`src/rtl/alu_ctrl_pkg.sv`:
```
// rtl/alu_ctrl_pkg.sv - opcode constants and FSM state encoding for the ALU arbiter
//
// Purpose: shared definitions for alu_arbiter and its round-robin helper.
//   OP_*   : 2-bit request opcodes carried on req_op
//   state_t: arbiter FSM states (IDLE -> EXEC -> RESP)
package alu_ctrl_pkg;

  localparam logic [1:0] OP_ADD = 2'b00;
  localparam logic [1:0] OP_SUB = 2'b01;
  localparam logic [1:0] OP_INC = 2'b10;
  localparam logic [1:0] OP_NEG = 2'b11;

  typedef enum logic [1:0] {
    ST_IDLE = 2'd0,
    ST_EXEC = 2'd1,
    ST_RESP = 2'd2
  } state_t;

endpackage

```
`src/rtl/rr_arbiter.sv`:
```
// rtl/rr_arbiter.sv - combinational round-robin grant selector
//
// Purpose: picks the first set request bit, searching upward from i_ptr+1
//   (mod NREQ), so the last winner held in i_ptr has lowest priority.
// Ports:
//   i_req   [NREQ-1:0] request vector
//   i_ptr   [IDW-1:0]  index of the most recent winner
//   o_grant [NREQ-1:0] one-hot grant, zero when no request is set
//   o_idx   [IDW-1:0]  encoded index of the granted requester
module rr_arbiter #(
  parameter int NREQ = 2,
  parameter int IDW  = 2
) (
  input  logic [NREQ-1:0] i_req,
  input  logic [IDW-1:0]  i_ptr,
  output logic [NREQ-1:0] o_grant,
  output logic [IDW-1:0]  o_idx
);

  logic w_found;

  // Nested constant-bound loops keep every index static; the outer loop
  // walks the priority order, the inner one locates that slot.
  always_comb begin
    w_found = 1'b0;
    o_grant = '0;
    o_idx   = '0;
    for (int k = 1; k <= NREQ; k++) begin
      for (int i = 0; i < NREQ; i++) begin
        if (!w_found && i_req[i] && (((int'(i_ptr) + k) % NREQ) == i)) begin
          w_found    = 1'b1;
          o_grant[i] = 1'b1;
          o_idx      = IDW'(i);
        end
      end
    end
  end

endmodule

```
`src/rtl/alu_arbiter.sv`:
```
// rtl/alu_arbiter.sv - round-robin sharing of one combinational ALU between NREQ requesters
//
// Purpose: accepts one request at a time (valid/ready), drives the shared ALU
//   for one EXEC cycle, and holds result/flags/ID until the consumer accepts.
// Ports:
//   clk, rst_n                     clock, asynchronous active-low reset
//   req_valid/req_ready [NREQ]     per-requester handshake (ready one-hot or zero)
//   req_op [2*NREQ], req_a/req_b [W*NREQ]  per-requester opcode and operands
//   alu_a/alu_b [W], alu_add/inc/neg/sub   drive to the shared ALU
//   alu_out [W], alu_z, alu_n              ALU results
//   rsp_valid/rsp_ready                    response handshake
//   rsp_result [W], rsp_z, rsp_n, rsp_id [IDW]  captured response
module alu_arbiter
  import alu_ctrl_pkg::*;
#(
  parameter int NREQ = 2,
  parameter int W    = 32,
  parameter int IDW  = 2
) (
  input  logic              clk,
  input  logic              rst_n,
  input  logic [NREQ-1:0]   req_valid,
  output logic [NREQ-1:0]   req_ready,
  input  logic [2*NREQ-1:0] req_op,
  input  logic [W*NREQ-1:0] req_a,
  input  logic [W*NREQ-1:0] req_b,
  output logic [W-1:0]      alu_a,
  output logic [W-1:0]      alu_b,
  output logic              alu_add,
  output logic              alu_inc,
  output logic              alu_neg,
  output logic              alu_sub,
  input  logic [W-1:0]      alu_out,
  input  logic              alu_z,
  input  logic              alu_n,
  output logic              rsp_valid,
  input  logic              rsp_ready,
  output logic [W-1:0]      rsp_result,
  output logic              rsp_z,
  output logic              rsp_n,
  output logic [IDW-1:0]    rsp_id
);

  state_t          r_state;
  state_t          w_next;
  logic [IDW-1:0]  r_ptr;
  logic [IDW-1:0]  r_id;
  logic [1:0]      r_op;
  logic [W-1:0]    r_a;
  logic [W-1:0]    r_b;

  logic [NREQ-1:0] w_grant;
  logic [IDW-1:0]  w_idx;
  logic [1:0]      w_sel_op;
  logic [W-1:0]    w_sel_a;
  logic [W-1:0]    w_sel_b;
  logic            w_can_grant;
  logic            w_req_hs;

  rr_arbiter #(
    .NREQ (NREQ),
    .IDW  (IDW)
  ) u_rr (
    .i_req   (req_valid),
    .i_ptr   (r_ptr),
    .o_grant (w_grant),
    .o_idx   (w_idx)
  );

  // Operand mux driven by the one-hot grant.
  always_comb begin
    w_sel_op = '0;
    w_sel_a  = '0;
    w_sel_b  = '0;
    for (int i = 0; i < NREQ; i++) begin
      if (w_grant[i]) begin
        w_sel_op = req_op[2*i +: 2];
        w_sel_a  = req_a[W*i +: W];
        w_sel_b  = req_b[W*i +: W];
      end
    end
  end

  // A new request can be taken when idle, or in the same cycle the pending
  // response is accepted, which gives RESP->EXEC back-to-back.
  assign w_can_grant = (r_state == ST_IDLE) || ((r_state == ST_RESP) && rsp_ready);
  assign w_req_hs    = w_can_grant && (|w_grant);

  // State register
  always_ff @(posedge clk or negedge rst_n) begin
    if (!rst_n) begin
      r_state <= ST_IDLE;
    end else begin
      r_state <= w_next;
    end
  end

  // Next-state logic
  always_comb begin
    w_next = r_state;
    case (r_state)
      ST_IDLE: if (w_req_hs) w_next = ST_EXEC;
      ST_EXEC: w_next = ST_RESP;
      ST_RESP: begin
        if (rsp_ready) w_next = w_req_hs ? ST_EXEC : ST_IDLE;
      end
      default: w_next = ST_IDLE;
    endcase
  end

  // Output logic
  always_comb begin
    alu_add   = 1'b0;
    alu_sub   = 1'b0;
    alu_inc   = 1'b0;
    alu_neg   = 1'b0;
    rsp_valid = (r_state == ST_RESP);
    req_ready = w_can_grant ? w_grant : '0;
    if (r_state == ST_EXEC) begin
      case (r_op)
        OP_ADD:  alu_add = 1'b1;
        OP_SUB:  alu_sub = 1'b1;
        OP_INC:  alu_inc = 1'b1;
        default: alu_neg = 1'b1;
      endcase
    end
  end

  // Operands stay on the ALU bus between operations; they only change at a
  // request handshake, i.e. on entry to EXEC.
  assign alu_a = r_a;
  assign alu_b = r_b;

  always_ff @(posedge clk or negedge rst_n) begin
    if (!rst_n) begin
      r_ptr      <= IDW'(NREQ - 1);
      r_id       <= '0;
      r_op       <= '0;
      r_a        <= '0;
      r_b        <= '0;
      rsp_result <= '0;
      rsp_z      <= 1'b0;
      rsp_n      <= 1'b0;
      rsp_id     <= '0;
    end else begin
      if (w_req_hs) begin
        r_op  <= w_sel_op;
        r_a   <= w_sel_a;
        r_b   <= w_sel_b;
        r_id  <= w_idx;
        r_ptr <= w_idx;
      end
      if (r_state == ST_EXEC) begin
        rsp_result <= alu_out;
        rsp_z      <= alu_z;
        rsp_n      <= alu_n;
        rsp_id     <= r_id;
      end
    end
  end

endmodule

```
`config.mk`:
```
export PLATFORM = sky130hd
export DESIGN_NAME = alu_arbiter
export DESIGN_NICKNAME = d
export VERILOG_FILES = /design/src/rtl/alu_ctrl_pkg.sv /design/src/rtl/rr_arbiter.sv /design/src/rtl/alu_arbiter.sv
export SDC_FILE = /design/constraint.sdc
export NUM_CORES = 1
export LEC_CHECK = 0
export ABC_AREA = 1
export BUFFER_PORTS_ARGS = -buffer_cell sky130_fd_sc_hd__buf_2
export CORE_ASPECT_RATIO = 0.8
export CORE_MARGIN = 2
export CORE_UTILIZATION = 38
export CTS_CLUSTER_DIAMETER = 120
export CTS_CLUSTER_SIZE = 20
export DETAILED_ROUTE_END_ITERATION = 16
export GPL_TIMING_DRIVEN = 0
export PLACE_DENSITY = 0.72
export SYNTH_ARGS = -nofsm -noshare
export SYNTH_HDL_FRONTEND = slang
export SYNTH_SLANG_ARGS = --single-unit
```
`constraint.sdc`:
```
create_clock -name clk -period 3.6 [get_ports clk]
set_clock_uncertainty 0.15 [all_clocks]
set_input_delay 1.08 -clock clk [delete_from_list [all_inputs] [get_ports clk]]
set_output_delay 1.08 -clock clk [all_outputs]
set_load 0.02 [all_outputs]
```
==> impl_metrics.json <==
{
  "holdPathStages": 2,
  "r2r_cells": 7,
  "cts.clk_slew.worst_paths_ps": 70,
  "firstDrtPassIters": 5,
  "cts_tree": "built",
  "initial_core_util": 0.395,
  "routed_wire_length_per_instance_um": 13.6,
  "hold_end": "rsp_result[2]$_DFFE_PN0P_",
  "pin_count": 278,
  "clk_path_buf_depth": 2,
  "setup_tns_ps": 0,
  "area.growth.synth_to_final_pct": 38.0,
  "rows": 37,
  "drtAntennaViolNets": 0,
  "place_hpwl_um": 12100,
  "yosysWarningCount": 0,
  "final_cells": 1158,
  "diodes": 0,
  "startpoint_type": "primary input",
  "coreArea_mm2": 0.0130,
  "grt_pass1_wl_um": 24900,
  "grt_max_degree": 62,
  "ys_ff_latch": 105,
  "drcViolationCount": 0,
  "place_congestion": 0.868,
  "grt_setup_unrepaired": "no",
  "endpoint_kind": "primary output",
  "yosysUniqueCellTypes": 18,
  "path_class": "primary input to primary output",
  "syn_inst": 692,
  "vias": 5550,
  "r2r-end": "alu_b[6]$_DFFE_PN0P_",
  "netlist_area_mm2": 0.00514,
  "max_cap_viol_count": 0,
  "hold_buffers": 0,
  "htree_num_levels": 3,
  "cts_resized": 0,
  "grt_overflow": 0,
  "clock_latency_ps": 340,
  "regToRegStartpoint": "r_ptr[0]$_DFFE_PN1P_",
  "hold_start": "rsp_result[2]$_DFFE_PN0P_",
  "fin_crit_sh": 0.961,
  "peakVddDrop_mv": 0.333,
  "die_h_um": 108,
  "finalCriticalPeriod_ps": 3460,
  "cts_root_buffer": "clkbuf_16",
  "drv_slew": 0,
  "hold_viol_final": 0,
  "cts.sinks": 105,
  "final_common_cell": "nand2_1",
  "p_per_area_mw_per_mm2": 851,
  "drtIter0Drc": 261,
  "nNetsFinal": 1149,
  "first_global_vias": 5126,
  "port_buffers": 274,
  "ys_seq_area_frac": 0.512,
  "dp.cells": 1142,
  "status": "finished clean",
  "fmax_mhz": 289,
  "setup_violations": 0,
  "die_area_mm2": 0.0145,
  "numCtsBuffers": 9,
  "critPathMaxFanout": 10,
  "slew_headroom": 0.587,
  "antenna_found_initial": 0,
  "track_usage": 0.218,
  "layout-drive-gt1-share": 0.336,
  "syn-num-nets": 863,
  "worst_pin_slew_ps": 619,
  "vias_per_cell": 4.79,
  "die-width_um": 134,
  "arrival_ps": 2230,
  "avgSynthCellArea_um2": 7.42,
  "finalWirelength_um": 15800,
  "reg2reg_slack_ps": 1820,
  "hp-class": "register to register",
  "leakagePower_nw": 4.30,
  "cp.required_ps": 2370,
  "cts_setup_buffers": 0,
  "layout_common_cells": "nand2_1, buf_2, nand3_1, dfrtp_1, clkbuf_1"
}
-- state kept, by name, summed over array words and instances (netlist names) --
| register | cells |
|---|---|
| r_state | 2 |
| r_ptr | 1 |
| rsp_z | 1 |
| r_op | 2 |
| alu_a | 32 |
| rsp_id | 1 |
| rsp_result | 32 |
| r_id | 1 |
| rsp_n | 1 |
| alu_b | 32 |
-- worst max-delay path, cell delays in order --
cell	delay, ps
buf_2	140
nand2_2	120
clkbuf_1	390
nand3_1	230
inv_1	90
buf_2	170
-- how the worst max path moves through the flow --
stage,start,to,slack (ps),cells after the start
6_report,req_valid[0],req_ready[1],140,6
3_3_place_gp,rst_n,rsp_result[31]$_DFFE_PN0P_,90,1
3_5_place_dp,req_valid[0],req_ready[1],150,6
5_1_grt,req_valid[0],req_ready[1],50,6
2_1_floorplan,req_valid[1],req_ready[0],510,5
4_1_cts,req_valid[0],req_ready[1],140,6
-- layer usage --
metal / track usage / part of all wire
met5: 0 / 0
met4: 0.0661 / 0.021
met3: 0.0488 / 0.069
met2: 0.356 / 0.46
met1: 0.291 / 0.45
-- report_power, final --
part,total [mW],internal [mW],switching [mW]
Clock,1.08,0.637,0.443
Sequential,2.00,1.72,0.281
Combinational,2.95,0.952,2.00
Total,6.03,3.31,2.72
-- layout make-up --
type / instances / area (um2)
clock inverters: 6 / 95.1
plain buffers: 56 / 289
inverters: 11 / 41.3
multi-input cells: 520 / 2180
fillers: 1277 / 5920
flip-flops and latches: 105 / 2630
well taps: 175 / 219
clock buffers: 10 / 239
repair buffers: 275 / 1400
-- cells by family (layout without fill, tap and decap cells) --
group           after synthesis  in the layout  share of synthesized area
compound gates                4              4                    0.00389
buf+inv                      67            358                     0.0643
flops                       105            105                      0.512
other cells                   1              1                   0.000730
simple gates                515            515                      0.419
-- synth_stat cells --
cell | instances | area, um2
and2b_1 | 1 | 7.51
clkinv_1 | 1 | 3.75
nor3_1 | 4 | 20.0
dfrtp_1 | 104 | 2600
dfstp_2 | 1 | 26.3
nor2_1 | 2 | 7.51
o21ai_0 | 3 | 15.0
buf_1 | 3 | 11.3
buf_2 | 30 | 150
nand2_2 | 1 | 6.26
a21oi_1 | 1 | 5.00
inv_1 | 10 | 37.5
nand3_1 | 168 | 841
clkbuf_1 | 16 | 60.1
conb_1 | 1 | 3.75
buf_6 | 4 | 45.0
nand2_1 | 339 | 1270
buf_4 | 3 | 22.5
-- through the flow --
step	worst slack [ps]	total power [mW]	area, um2	util	hold WS [ps]
CTS	143	6.10	7090	0.545	320
finish	140	6.03	7090	0.545	318
detailed placement	154	5.00	6760	0.519	303
global placement	89.1	4.95	6730	0.517	300
global route	47.3	6.50	7090	0.545	336
floorplan	507	3.91	5140	-	300
Power figures use the tool's default switching activity.
